## src/rtl/rucksack_rom_writer.sv

```systemverilog
// rucksack_rom_writer
// Converts a raw day-3 rucksack ASCII stream into the priority-byte memory
// image used by the triple-group summer and writes it through a synchronous
// byte-wide write port starting at address 0.
//   'a'..'z' -> 1..26, 'A'..'Z' -> 27..52, each non-empty line ends with 0x00,
//   and the file ends with one extra 0x00. CR is dropped silently. Empty lines
//   are dropped. Any other byte is dropped and sets err_char.
// Two slots are always reserved for a pad zero and the terminator. An input
// that would overrun them sets err_full and closes the file early.
//
// Ports
//   clk, rst_n        rising-edge clock, synchronous active-low reset
//   start             pulse in IDLE/DONE to begin a conversion at address 0
//   in_valid/in_data/in_last, in_ready   byte stream (in_ready high only in RUN)
//   mem_we/mem_addr/mem_wdata            registered write port, 1-cycle latency
//   busy, done        status (done held until next start or reset)
//   err_char, err_full                   sticky error flags
//   bytes_written, lines                 write count and completed-line count
//   group_err         lines mod 3 != 0 at completion (optional feature)
//
// Optional feature macro: ROM_WRITER_GROUP_CHECK_EN
//   defined   -> mod-3 line tracking drives group_err
//   undefined -> group_err tied to 0
module rucksack_rom_writer #(
  parameter int ADDR_W = 14,
  parameter int DEPTH  = 16384
) (
  input  logic              clk,
  input  logic              rst_n,
  input  logic              start,
  input  logic              in_valid,
  input  logic [7:0]        in_data,
  input  logic              in_last,
  output logic              in_ready,
  output logic              mem_we,
  output logic [ADDR_W-1:0] mem_addr,
  output logic [7:0]        mem_wdata,
  output logic              busy,
  output logic              done,
  output logic              err_char,
  output logic              err_full,
  output logic [ADDR_W:0]   bytes_written,
  output logic [ADDR_W-1:0] lines,
  output logic              group_err
);

  typedef enum logic [2:0] {
    S_IDLE,
    S_RUN,
    S_EOL_PAD,
    S_TERM,
    S_DONE
  } state_t;

  // Highest pointer value at which a data/line-end write may still be made.
  localparam logic [ADDR_W:0] WR_LIMIT = (ADDR_W+1)'(DEPTH - 3);

  state_t              state_q, state_d;
  logic [ADDR_W:0]     ptr_q, ptr_d;
  logic                we_q, we_d;
  logic [ADDR_W-1:0]   addr_q, addr_d;
  logic [7:0]          wdata_q, wdata_d;
  logic                err_char_q, err_char_d;
  logic                err_full_q, err_full_d;
  logic [ADDR_W-1:0]   lines_q, lines_d;
  logic                open_q, open_d;

  logic                start_ok;
  logic                line_inc;
  logic                need_wr;
  logic                is_eol;
  logic                set_open;
  logic                end_file;
  logic [7:0]          wr_byte;

  assign start_ok = start && ((state_q == S_IDLE) || (state_q == S_DONE));

  always_comb begin
    state_d    = state_q;
    ptr_d      = ptr_q;
    we_d       = 1'b0;
    addr_d     = addr_q;
    wdata_d    = wdata_q;
    err_char_d = err_char_q;
    err_full_d = err_full_q;
    lines_d    = lines_q;
    open_d     = open_q;
    line_inc   = 1'b0;
    need_wr    = 1'b0;
    is_eol     = 1'b0;
    set_open   = 1'b0;
    end_file   = 1'b0;
    wr_byte    = '0;

    case (state_q)
      S_IDLE, S_DONE: begin
        if (start_ok) begin
          ptr_d      = '0;
          lines_d    = '0;
          err_char_d = 1'b0;
          err_full_d = 1'b0;
          open_d     = 1'b0;
          state_d    = S_RUN;
        end
      end

      S_RUN: begin
        if (in_valid) begin
          if (in_data >= 8'h61 && in_data <= 8'h7A) begin
            need_wr  = 1'b1;
            wr_byte  = in_data - 8'h60;
            set_open = 1'b1;
          end else if (in_data >= 8'h41 && in_data <= 8'h5A) begin
            need_wr  = 1'b1;
            wr_byte  = in_data - 8'h26;
            set_open = 1'b1;
          end else if (in_data == 8'h0A) begin
            // An empty line writes nothing, so it can never look like the
            // double zero that terminates the file.
            if (open_q) begin
              need_wr = 1'b1;
              is_eol  = 1'b1;
            end
          end else if (in_data != 8'h0D) begin
            err_char_d = 1'b1;
          end

          end_file = in_last;

          if (need_wr) begin
            if (ptr_q <= WR_LIMIT) begin
              we_d    = 1'b1;
              wdata_d = wr_byte;
              if (set_open) begin
                open_d = 1'b1;
              end
              if (is_eol) begin
                open_d   = 1'b0;
                line_inc = 1'b1;
              end
            end else begin
              // Out of room: close the file as though in_last had arrived.
              err_full_d = 1'b1;
              end_file   = 1'b1;
            end
          end

          if (end_file) begin
            state_d = open_d ? S_EOL_PAD : S_TERM;
          end
        end
      end

      S_EOL_PAD: begin
        we_d     = 1'b1;
        wdata_d  = 8'h00;
        open_d   = 1'b0;
        line_inc = 1'b1;
        state_d  = S_TERM;
      end

      S_TERM: begin
        we_d    = 1'b1;
        wdata_d = 8'h00;
        state_d = S_DONE;
      end

      default: state_d = S_IDLE;
    endcase

    if (we_d) begin
      addr_d = ptr_q[ADDR_W-1:0];
      ptr_d  = ptr_q + (ADDR_W+1)'(1);
    end
    if (line_inc) begin
      lines_d = lines_q + ADDR_W'(1);
    end
  end

  always_ff @(posedge clk) begin
    if (!rst_n) begin
      state_q    <= S_IDLE;
      ptr_q      <= '0;
      we_q       <= 1'b0;
      addr_q     <= '0;
      wdata_q    <= '0;
      err_char_q <= 1'b0;
      err_full_q <= 1'b0;
      lines_q    <= '0;
      open_q     <= 1'b0;
    end else begin
      state_q    <= state_d;
      ptr_q      <= ptr_d;
      we_q       <= we_d;
      addr_q     <= addr_d;
      wdata_q    <= wdata_d;
      err_char_q <= err_char_d;
      err_full_q <= err_full_d;
      lines_q    <= lines_d;
      open_q     <= open_d;
    end
  end

`ifdef ROM_WRITER_GROUP_CHECK_EN
  logic [1:0] mod3_q;
  logic       gerr_q;

  always_ff @(posedge clk) begin
    if (!rst_n) begin
      mod3_q <= '0;
      gerr_q <= 1'b0;
    end else if (start_ok) begin
      mod3_q <= '0;
      gerr_q <= 1'b0;
    end else begin
      if (line_inc) begin
        mod3_q <= (mod3_q == 2'd2) ? 2'd0 : mod3_q + 2'd1;
      end
      // No line can complete in TERM, so mod3_q is final here.
      if (state_q == S_TERM) begin
        gerr_q <= (mod3_q != 2'd0);
      end
    end
  end

  assign group_err = gerr_q;
`else
  assign group_err = 1'b0;
`endif

  // The pointer advances with every write, so it doubles as the write count.
  assign bytes_written = ptr_q;
  assign in_ready      = (state_q == S_RUN);
  assign busy          = (state_q == S_RUN) || (state_q == S_EOL_PAD) || (state_q == S_TERM);
  assign done          = (state_q == S_DONE);
  assign mem_we        = we_q;
  assign mem_addr      = addr_q;
  assign mem_wdata     = wdata_q;
  assign err_char      = err_char_q;
  assign err_full      = err_full_q;
  assign lines         = lines_q;

endmodule

```

## config.mk

```make
export PLATFORM = sky130hd
export DESIGN_NAME = rucksack_rom_writer
export DESIGN_NICKNAME = d
export VERILOG_FILES = /design/src/rtl/rucksack_rom_writer.sv
export SDC_FILE = /design/constraint.sdc
export NUM_CORES = 1
export LEC_CHECK = 0
export ABC_CLOCK_PERIOD_IN_PS = 2500
export BUFFER_PORTS_ARGS = -buffer_cell sky130_fd_sc_hd__buf_2
export CORE_MARGIN = 10
export CORE_UTILIZATION = 45
export CTS_BUF_LIST = sky130_fd_sc_hd__clkbuf_2
export DETAILED_ROUTE_END_ITERATION = 8
export PLACE_DENSITY = 0.8
export RECOVER_POWER = 50
export SLEW_MARGIN = 30
export SYNTH_ARGS = -nofsm -noshare
export SYNTH_HDL_FRONTEND = slang
export SYNTH_SLANG_ARGS = --single-unit
```

## constraint.sdc

```tcl
create_clock -name clk -period 2.5 [get_ports clk]
set_input_delay 0.125 -clock clk [delete_from_list [all_inputs] [get_ports clk]]
set_output_delay 0.125 -clock clk [all_outputs]
set_load 0.02 [all_outputs]
```

# Word-level counts from Yosys, hierarchy flattened
# Index checks and enable logic that the tools add are counted.
word_totals:
  regBits: 58
  input_bits: 13
  word_cells: 120
classes:
  addsub: 4
  magnitude_cmp: 5
  eq_ne: 16
  n_mux: 63
  n_reduce_logical: 23
op_table:
  columns: ["operator", "n"]
  rows:
  - ["$mux W15", 3]
  - ["$mux W1", 42]
  - ["$mux W14", 3]
  - ["$mux W8", 5]
  - ["$ge A8 B7 Y1 const B", 2]
  - ["$le A8 B7 Y1 const B", 2]
  - ["$pmux W8 S2", 1]
  - ["$add A15 B1 Y15 const B", 1]
  - ["$le A15 B14 Y1 const B", 1]
  - ["$add A14 B1 Y14 const B", 1]
  - ["$ne A2 B2 Y1 const B", 6]
  - ["$pmux W3 S4", 1]
  - ["$reduce_bool A2 Y1", 6]
  - ["$mux W3", 3]
  - ["$eq A8 B4 Y1 const B", 1]
  - ["$ne A2 B1 Y1 const B", 4]
  - ["$ne A8 B4 Y1 const B", 1]
  - ["$pmux W1 S2", 4]
  - ["$sub A8 B6 Y8 const B", 1]
  - ["$sub A8 B7 Y8 const B", 1]
  - ["$reduce_and A7 Y1", 1]
  - ["$eq A3 B2 Y1 const B", 2]
  - ["$reduce_and A3 Y1", 2]
  - ["$reduce_and A5 Y1", 1]
  - ["other kinds (10)", 16]

# Logic depth before layout (Yosys ltp)
# Gate-level depths: netlist (run 1).
logic_depth:
  depth_word: 16
  depth_mapped: 10
  ltp_nobuf: 7

# Worst setup path after synthesis (run 1)
# OpenSTA, ideal clock, no wires.
synth_path:
  kind: "register -> register"
  from: "register ptr_q[1], in the netlist bytes_written[1]"
  to: "register ptr_q[13], in the netlist bytes_written[13]"
  t_arrival_ns: 2.021
  required_time_ns: 2.380
  path_slack_ns: 0.359
  path_stages_with_launch: 9
  path_buffers: 1
  path_cell_list: "dfxtp_1 -> inv_1 -> ha_1 -> nor4b_4 -> a21oi_2 -> o221ai_2 -> buf_2 -> nor3_1 -> a211o_1"
synth_via:
  elab_chain_cells: 7
  elab_cells_between_ends: 10
  classes_between: "add/sub: 1; order compare: 1; mux: 5; reduce/logical: 3"
synth_lines:
  columns: ["item", "line_no", "source"]
  rows:
  - ["start, declared", "59", "logic [ADDR_W:0] ptr_q, ptr_d;"]
  - ["start signal, assigned", "193", "ptr_q <= ptr_d;"]
  - ["$le A15 B14 Y1", "131", "if (ptr_q <= WR_LIMIT) begin"]
  - ["$mux W1", "131", null]
  - ["$mux W1", "130", "if (need_wr) begin"]
  - ["$mux W1", "108", "if (in_valid) begin"]
  - ["$pmux W1 S2", "95", "case (state_q)"]
  - ["$reduce_bool A2 Y1 (no source line)", null, null]
  - ["$reduce_and A2 Y1 (no source line)", null, null]
# Several ways; a longest one is shown, not always the timed one.
# A chain may end at the register's enable or synchronous reset.

# Final worst setup path (run 1)
layout_path:
  from: "register ptr_q[1], in the netlist bytes_written[1]"
  to: "register ptr_q[1], in the netlist bytes_written[1]"
# Same word-level chain as after synthesis.

==> summary.txt, run 1 <==
Cells and area
  – Final Non-Filler Cells: 531
  – ANT cells: 0
  – Fraction of layout cells with a size suffix above 1: 12.6%
  – Fin area: 3570 um2
  – Fillers: 665
  – P&R area growth vs syn: 16.2%
  – Layout Nets: 466

Worst setup path
  – WP data arrival: 2.71 ns
  – Worst path cell trace: inv_1 > ha_1 > nor4b_4 > a21oi_2 > o22ai_2 > buf_4 > nand3_1 > a21oi_1
  – Slowest stage cell, crit path: dfxtp_1
  – Critical path's top delay family: compound AO/OA/AOI/OAI gates
  – Critical path class: flip-flop to flip-flop
  – Worst Setup Start Kind: flip-flop
  – Crit-path max cell delay: 0.46 ns
  – Worst EP required: 2.91 ns
  – CP Depth: 8
  – CP bufs+invs: 2
  – Crit. End Element: flip-flop
  – Worst reg2reg path depth: 8
  – CP max FO: 10

Placed design
  – Post-DP Area: 3500 um2
  – Hpwl dp: 6090 um
  – Post-placement cell count: 514
  – RD Place Congestion: 0.849
  – PortBufs: 69

Route
  – Wire per inst: 15.4 um
  – Drt drc: 0
  – Vias: 2976
  – Vias per cell: 5.60
  – DRT iter0 DRCs: 114
  – Antenna Nets Post-Route: 0
  – Drt total wl: 8160 um
  – Pre-antenna DRT Iters: 4

Timing
  – Final Skew: 0.0183 ns
  – Final setup vio count: 0
  – Fin. Hold Viols: 0
  – Post-route clock period utilization: 91.9%
  – Fin. max-slew vios: 0
  – Slew at the pin closest to its max-slew limit: 0.609 ns
  – Worst slew margin: 59.2%
  – Min Tclk post-route: 2.30 ns
  – TNS Setup: 0 ns
  – Fmax: 435 MHz
  – Unrepaired setup endpoints after global routing: false
  – Hold slack: 0.0297 ns

Yosys
  – Synth Register Bits: 58
  – Mux share of post-synthesis cell area: 2.04%
  – Syn nets: 393
  – Adder-Cell Fraction of Synth Area: 3.18%
  – Simple-Gate Fraction of Synth Area: 28.1%
  – Top cell type's share of synthesized area: 37.8%
  – Most common cell in the netlist: nand2_1
  – Post-synthesis compound-gate area fraction: 21.6%
  – Post-synthesis cell type count: 68
  – Post-synth EDFFs: 0
  – Synth area leaders: dfxtp_1, nand2_1, a21oi_1
  – Synth Warn #: 0
  – Async set-reset flop share out of synthesis: 0%
  – Syn_area_per_cell: 8.24 um2
  – Yosys top cell by area: dfxtp_1
  – Sequential fraction of the synthesis area: 37.8%
  – XOR/XNOR share of the synthesized area: 2.57%
  – Commonest cells post-synth: nand2_1, dfxtp_1, a21oi_1, nor2_1, nand3_1
  – Most used DFF post-synth: dfxtp_1
  – Mapped Area: 3070 um2
  – Largest family of logic cells by synthesized area: simple AND/OR/NAND/NOR gates
  – Cells after Synth: 373

Global route
  – GRT Overall Usage: 15.6%
  – Number of global-route vias before repair: 2817
  – Grt ovf: 0
  – Initial antenna violation count: 0
  – First-pass GRT wire length: 13400 um
  – Largest net degree at the start of global routing: 26

Pwr
  – Power per Cell Area: 529 nW/um2
  – P_int: 1.35 mW
  – Comb power frac: 13.2%
  – P_sw: 0.539 mW
  – Standby leakage power: 1.32 nW
  – Final Total Pwr: 1.89 mW
  – Clock power share: 36.1%
  – Sequential power share: 50.7%
  – Sw frac: 28.5%
  – Peak VDD IR: 0.328 mV

Die
  – Die height: 103 um
  – Row count: 30
  – Num ports: 71
  – Die Wd: 103 um
  – Core Box Area: 6720 um2
  – Initial Utilization: 45.7%
  – Die area: 10500 um2

CTS
  – CTS buffer count: 9
  – Post-CTS Setup Inserts: 0
  – # H-tree levels: 3
  – Max Buffers Root-to-Sink: 2
  – Skew-Pair Late Insertion Delay: 0.48 ns
  – Root buf cell: clkbuf_2
  – PostCTS Resize Cnt: 0
  – CTS tree: yes
  – Clk sinks: 58
  – Worst-path clk slew: 0.16 ns

Hold path
  – Hold Crit Class: primary input to flip-flop
  – Hold depth: 4

Outcome
  – Status: finished clean

Flow run
  – Maxcap violations: 0
## final timing paths
path	startpoint	to	slack, ns
worst max register to register	bytes_written[1]$_SDFFE_PN0P_	bytes_written[1]$_SDFFE_PN0P_	0.20
worst min register to register	mem_addr[4]$_SDFFE_PN0P_	mem_addr[4]$_SDFFE_PN0P_	0.46
worst max-delay path	bytes_written[1]$_SDFFE_PN0P_	bytes_written[1]$_SDFFE_PN0P_	0.20
worst min-delay path	in_valid	open_q$_SDFFE_PN0P_	0.03
## per-stage QoR
step / utilization, % / worst slack (ns)
final: 53.2 / 0.203
after global routing: 53.2 / 0.0430
after floorplan: - / 0.359
after CTS: 54.2 / 0.229
after detailed placement: 52.1 / 0.253
after global placement: 52.1 / 0.340
## cell type report
class | count | area, um2 | area share, %
timing repair buffer | 81 | 369 | 10.3
inverter | 11 | 41.3 | 1.16
multi-input combinational | 285 | 1770 | 49.5
clock inverter | 6 | 81.3 | 2.28
tap | 80 | 100 | 2.80
sequential | 58 | 1160 | 32.5
clock buffer | 10 | 50.0 | 1.40
## state kept, by name, summed over array words and instances, names as in the netlist
| register | count |
|---|---|
| mem_wdata | 8 |
| lines | 14 |
| err_full | 1 |
| open_q | 1 |
| mem_we | 1 |
| state_q | 3 |
| err_char | 1 |
| mem_addr | 14 |
| bytes_written | 15 |
## cells by family after synthesis
kind of cell	after synthesis
fa+ha+maj	8
mux	6
xor+xnor	9
other cells	1
simple gates	168
buf+inv	30
flops	58
compound gates	93
## power by group through the flow
stage	sequential [mW]	combinational [mW]	clock [mW]
after floorplan	0.977	0.172	0
after global placement	0.975	0.246	0
after detailed placement	0.976	0.251	0
after CTS	0.956	0.253	0.693
after global routing	0.960	0.278	0.730
final	0.957	0.250	0.682
## worst min-delay path: stages
cell and delay, ns:
buf_2 0.12, nand2_1 0.08, o21a_1 0.12, nor2_1 0.03
## repair_timing
| action | CTS | global route |
|---|---|---|
| hold endpoints to repair | 1 | 0 |
| hold buffers | 1 | 0 |
| setup endpoints to repair | 0 | 0 |
## layout by cell type, fill, tap and decap left out, drive strengths merged, types with 2 or more instances in the layout
cell,n
a211o,4
a211oi,3
a21o,6
a21oi,36
a22oi,2
and2,3
and3,7
and4,2
buf,25
bufinv,2
clkbuf,65
clkinv,4
dfxtp,58
ha,7
inv,10
mux2,2
mux2i,4
nand2,63
nand2b,6
nand3,17
nand4,7
nor2,30
nor3,9
nor3b,3
nor4,4
nor4b,2
o21ai,12
o22ai,4
o311ai,8
o31ai,7
or2,4
or3,3
or4,3
xnor2,6
xor2,3
## routing by layer
metal / wire length (um) / vias up / GRT usage, %
met5: 0 / - / 0
met4: 85 / 0 / 4.45
met3: 599 / 10 / 5.03
met2: 3850 / 76 / 25.5
met1: 3620 / 1400 / 19.2
li1: - / 1490 / -
Note: power is estimated with default switching activity, not from simulation.
==> run 2, diff against run 1 <==
Settings changed: ABC_CLOCK_PERIOD_IN_PS 2500 to 2200, CTS_CLUSTER_DIAMETER set to 40.
Clock period 2.5 ns to 2.2 ns, I/O delays scaled along.
==> summary.txt, run 2 (synthesized netlist as in run 1, its figures left out) <==
Outcome
  – Status: finished clean

Hold path
  – Hold Crit Class: primary input to flip-flop

Timing
  – Hold slack: 0.0484 ns
  – Min Tclk post-route: 2.07 ns
  – Setup WS post-layout: 0.126 ns
  – TNS Setup: 0 ns
  – Fin. max-slew vios: 0
  – Fin. Hold Viols: 0
  – Post-route clock period utilization: 94.3%
  – Final setup vio count: 0
  – Final Skew: 0.0203 ns
  – Unrepaired setup endpoints after global routing: false
  – Fmax: 482 MHz

Die
  – Initial Utilization: 45.7%
  – Die height: 103 um
  – Die area: 10500 um2
  – Core Box Area: 6720 um2
  – Row count: 30
  – Die Wd: 103 um
  – Num ports: 71

CTS
  – Worst-path clk slew: 0.16 ns
  – Post-CTS Setup Inserts: 0
  – CTS buffer count: 9
  – Root buf cell: clkbuf_2
  – Clk sinks: 58
  – Max Buffers Root-to-Sink: 2
  – # H-tree levels: 3
  – Skew-Pair Late Insertion Delay: 0.50 ns
  – CTS tree: yes

Worst setup path
  – Worst Setup Start Kind: flip-flop
  – Worst reg2reg path depth: 6
  – CP max FO: 8
  – End of the worst register-to-register path: bytes_written[13]$_SDFFE_PN0P_
  – Reg2Reg Setup Slack: 0.13 ns
  – Critical path class: flip-flop to flip-flop
  – Worst Setup EP: bytes_written[13]$_SDFFE_PN0P_
  – Worst setup path startpoint: bytes_written[0]$_SDFFE_PN0P_
  – Worst EP required: 2.60 ns
  – Crit. End Element: flip-flop
  – R2r startpoint: bytes_written[0]$_SDFFE_PN0P_
  – WP data arrival: 2.47 ns
  – Worst path cell trace: ha_1 > nor4b_4 > a21o_1 > a2bb2oi_4 > and4_1 > a211o_1
  – Slowest stage cell, crit path: nor4b_4
  – Crit-path max cell delay: 0.47 ns

Cells and area
  – Number of flip-flops in the largest register: 15
  – Final Non-Filler Cells: 544
  – ANT cells: 0
  – P&R area growth vs syn: 19.3%
  – Fin area: 3670 um2
  – Most frequent cells in the layout: nand2_1, dfxtp_1, clkbuf_1, a21oi_1, nor2_1
  – Fin util: 54.6%
  – Fraction of layout cells with a size suffix above 1: 15.1%
  – Layout Nets: 482
  – Commonest non-fill, non-tap cell in the layout: nand2_1

Placed design
  – Post-DP Area: 3620 um2
  – Hpwl dp: 6370 um
  – PortBufs: 69
  – RD Place Congestion: 0.898
  – Worst slack, placed: 0.0575 ns
  – Post-placement cell count: 528

Route
  – Drt drc: 0
  – Drt total wl: 8460 um
  – Vias per cell: 5.58
  – DRT iter0 DRCs: 147
  – Antenna Nets Post-Route: 0
  – Pre-antenna DRT Iters: 5
  – Vias: 3037
  – Wire per inst: 15.6 um

Global route
  – Largest net degree at the start of global routing: 32
  – First-pass GRT wire length: 13800 um
  – Initial antenna violation count: 0
  – Grt ovf: 0
  – Number of global-route vias before repair: 2986
  – GRT Overall Usage: 16.2%

Pwr
  – Standby leakage power: 1.39 nW
  – Final Total Pwr: 1.92 mW
  – Peak VDD IR: 0.407 mV
  – Power per Cell Area: 523 nW/um2

Flow run
  – Maxcap violations: 0
[run 2: cell count changes in the layout (fill, tap and decap cells not counted), moves of 2 or more]
cell	change
dlygate4sd3_1	+2
bufinv_16	-2
clkbuf_2	+2
buf_4	+13
[run 2: area by class of cell]
type / instances / area [um2]
clock inverters: 1 / 5.00
inverters: 11 / 41.3
repair buffers: 97 / 507
flip-flops and latches: 58 / 1160
multi-input cells: 285 / 1790
well taps: 80 / 100
fillers: 653 / 3050
clock buffers: 12 / 60.1
[run 2: how the worst min path moves through the flow]
stage,start,end,slack [ns],depth (start not counted)
after floorplan,in_data[0],mem_wdata[0]$_SDFFE_PN0P_,0.26,2
after global placement,mem_addr[11]$_SDFFE_PN0P_,mem_addr[11]$_SDFFE_PN0P_,0.44,2
after detailed placement,mem_addr[8]$_SDFFE_PN0P_,mem_addr[8]$_SDFFE_PN0P_,0.44,2
after CTS,in_last,state_q[1]$_SDFFE_PN0P_,0.007,4
after global routing,in_last,state_q[1]$_SDFFE_PN0P_,0.04,4
final,in_last,state_q[1]$_SDFFE_PN0P_,0.05,4
[run 2: routing by layer]
layer  routed length [um]  vias up  global-route usage (%)
li1                     -     1516                       -
met1                 3660     1408                    18.9
met2                 3860      100                    25.8
met3                  825       13                    7.24
met4                  119        0                    5.75
met5                    0        -                       0
[run 2: critical path, delay by kind of cell, from the launching register on]
family | cells | cell delay, ns
adders and majority gates | 1 | 0.23
DFF | 1 | 0.36
AOI/OAI and AO/OA | 3 | 0.69
and+or+nand+nor | 2 | 0.68
[run 2: timing repair]
action,CTS,global route
resized for setup,0,4
hold buffers,3,0
setup endpoints to repair,0,11
hold endpoints to repair,6,0
[run 2: power breakdown]
| group | internal [mW] | switching, mW |
|---|---|---|
| clock | 0.144 | 0.371 |
| sequential | 1.07 | 0.00941 |
| combinational | 0.115 | 0.211 |
==> run 3, diff against run 2 <==
Settings changed: ABC_CLOCK_PERIOD_IN_PS 2200 to 1800, PLACE_DENSITY 0.8 to 0.82.
Clock period 2.2 ns to 1.8 ns, I/O delays scaled along.
==> summary.txt, run 3 (synthesized netlist as in run 1, its figures left out) <==
Die
  – Die height: 103 um
  – Die Wd: 103 um
  – Num ports: 71
  – Die area: 10500 um2
  – Initial Utilization: 45.7%
  – Core Box Area: 6720 um2
  – Row count: 30

Placed design
  – Post-placement cell count: 573
  – PortBufs: 69
  – Hpwl dp: 6900 um
  – Worst slack, placed: -0.150 ns
  – RD Place Congestion: 0.881

Route
  – Vias per cell: 5.75
  – Drt drc: 0
  – Top sig layer: met4
  – Metal-1 WL: 4320 um
  – Drt total wl: 10600 um
  – Vias: 3458
  – DRT iter0 DRCs: 275
  – Pre-antenna DRT Iters: 6
  – Antenna Nets Post-Route: 0
  – Met2 routed WL: 5100 um
  – Metal3 WL: 777 um
  – Wire per inst: 17.6 um

Timing
  – Worst slew margin: 60.2%
  – Final setup vio count: 51
  – Unrepaired setup endpoints after global routing: true
  – Fin. Hold Viols: 0
  – Setup WS post-layout: -0.269 ns
  – Fmax: 483 MHz
  – Fin. max-slew vios: 0
  – Post-route clock period utilization: 115%
  – Hold slack: 0.0286 ns
  – TNS Setup: -4.52 ns
  – Min Tclk post-route: 2.07 ns
  – Final Skew: 0.0342 ns
  – Slew at the pin closest to its max-slew limit: 0.597 ns

Pwr
  – Power per Cell Area: 639 nW/um2
  – Clock power share: 34.4%
  – Sw frac: 29.9%
  – Peak VDD IR: 0.323 mV
  – Sequential power share: 46.3%
  – Final Total Pwr: 2.84 mW
  – P_int: 1.99 mW
  – P_sw: 0.851 mW
  – Comb power frac: 19.3%
  – Standby leakage power: 1.83 nW

Hold path
  – Worst hold start: in_valid
  – Hold Crit Class: primary input to flip-flop

Global route
  – First-pass GRT wire length: 15100 um
  – GRT Overall Usage: 17.7%
  – Grt ovf: 0
  – Number of global-route vias before repair: 3263
  – Largest net degree at the start of global routing: 26
  – Initial antenna violation count: 0

CTS
  – Skew-Pair Late Insertion Delay: 0.50 ns
  – Clk sinks: 58
  – Worst-path clk slew: 0.20 ns
  – Max Buffers Root-to-Sink: 2
  – Root buf cell: clkbuf_2
  – CTS tree: yes
  – CTS buffer count: 9
  – # H-tree levels: 3

Worst setup path
  – Worst EP required: 2.21 ns
  – Critical path's top delay family: simple AND/OR/NAND/NOR gates
  – Worst setup path startpoint: bytes_written[8]$_SDFFE_PN0P_
  – R2r startpoint: bytes_written[8]$_SDFFE_PN0P_
  – Crit. End Element: flip-flop
  – Most frequent CP cell: a21oi_2
  – Critical path class: flip-flop to flip-flop
  – CP max FO: 3
  – Worst Setup Start Kind: flip-flop
  – Crit-path max cell delay: 0.42 ns
  – Slowest stage cell, crit path: dfxtp_1
  – WP data arrival: 2.48 ns
  – CP bufs+invs: 1
  – Worst path cell trace: nand2_1 > nor4_4 > buf_4 > a21oi_2 > o21bai_4 > or4_4 > a21oi_2

Cells and area
  – Layout Nets: 536
  – P&R area growth vs syn: 44.8%
  – Fillers: 540
  – Register area: 1180 um2
  – Multi-input gate area: 2010 um2
  – Most frequent cells in the layout: buf_4, nand2_1, dfxtp_1, buf_2, clkbuf_1
  – Final Non-Filler Cells: 601
  – Fraction of layout cells with a size suffix above 1: 39.7%
  – Commonest non-fill, non-tap cell in the layout: buf_4
  – Number of flip-flops in the largest register: 15
  – ANT cells: 0

Flow run
  – Maxcap violations: 0

Outcome
  – Failing checks: negative setup slack
  – Status: finished with violations
## run 3: changes by cell type in the layout (fill, tap and decap cells not counted), moves of 8 or more
cell / change
buf_4: +43
dfxtp_2: +8
dfxtp_1: -11
buf_6: +13
buf_2: +26
a21oi_2: +14
a21oi_1: -14
clkbuf_1: -26
## run 3: path summary, 6_finish.rpt
kind / end / slack (ns) / cells after the start
setup reg to reg: err_full$_SDFFE_PN0P_ / -0.27 / 7
setup / recovery: err_full$_SDFFE_PN0P_ / -0.27 / 7
hold / removal: open_q$_SDFFE_PN0P_ / 0.03 / 4
hold reg to reg: mem_addr[7]$_SDFFE_PN0P_ / 0.47 / 2
## run 3: what timing repair did
item                                   in CTS  in global routing
pin swaps                                   9                 20
resized for setup                          14                 58
hold buffers                                1                  0
gates cloned                                1                  0
endpoints found under the hold margin       2                  0
buffers inserted                            3                  7
setup endpoints to repair                  42                 50
## run 3: layout make-up
type	instances	share of cell area [%]
clock buffers	10	1.12
repair buffers	151	22.2
multi-input cells	285	45.1
flip-flops and latches	58	26.6
clock inverters	6	1.80
well taps	80	2.25
inverters	11	0.928
## run 3: worst reg2reg max path: cells and delay by family (launching register included)
kind            cells  cell delay, ns
buf+inv             1            0.22
flops               1            0.42
compound gates      3            0.41
simple gates        3            0.92
## run 3: power by group through the flow
stage / clock, mW / sequential [mW] / combinational [mW]
floorplan: 0 / 1.35 / 0.245
global placement: 0 / 1.34 / 0.433
detailed placement: 0 / 1.34 / 0.444
CTS: 0.970 / 1.31 / 0.469
global route: 1.02 / 1.32 / 0.583
finish: 0.978 / 1.32 / 0.548
## run 3: per-layer routing
metal / global-route usage, % / up-vias
met2: 29.1 / 184
li1: - / 1631
met4: 7.38 / 0
met5: 0 / -
met3: 4.96 / 40
met1: 21.2 / 1603
## run 3: stage by stage
stage,area (um2),utilization [%]
floorplan,3120,-
detailed placement,3980,59.2
finish,4450,66.2
CTS,4200,62.5
global placement,3980,59.2
global route,4450,66.2
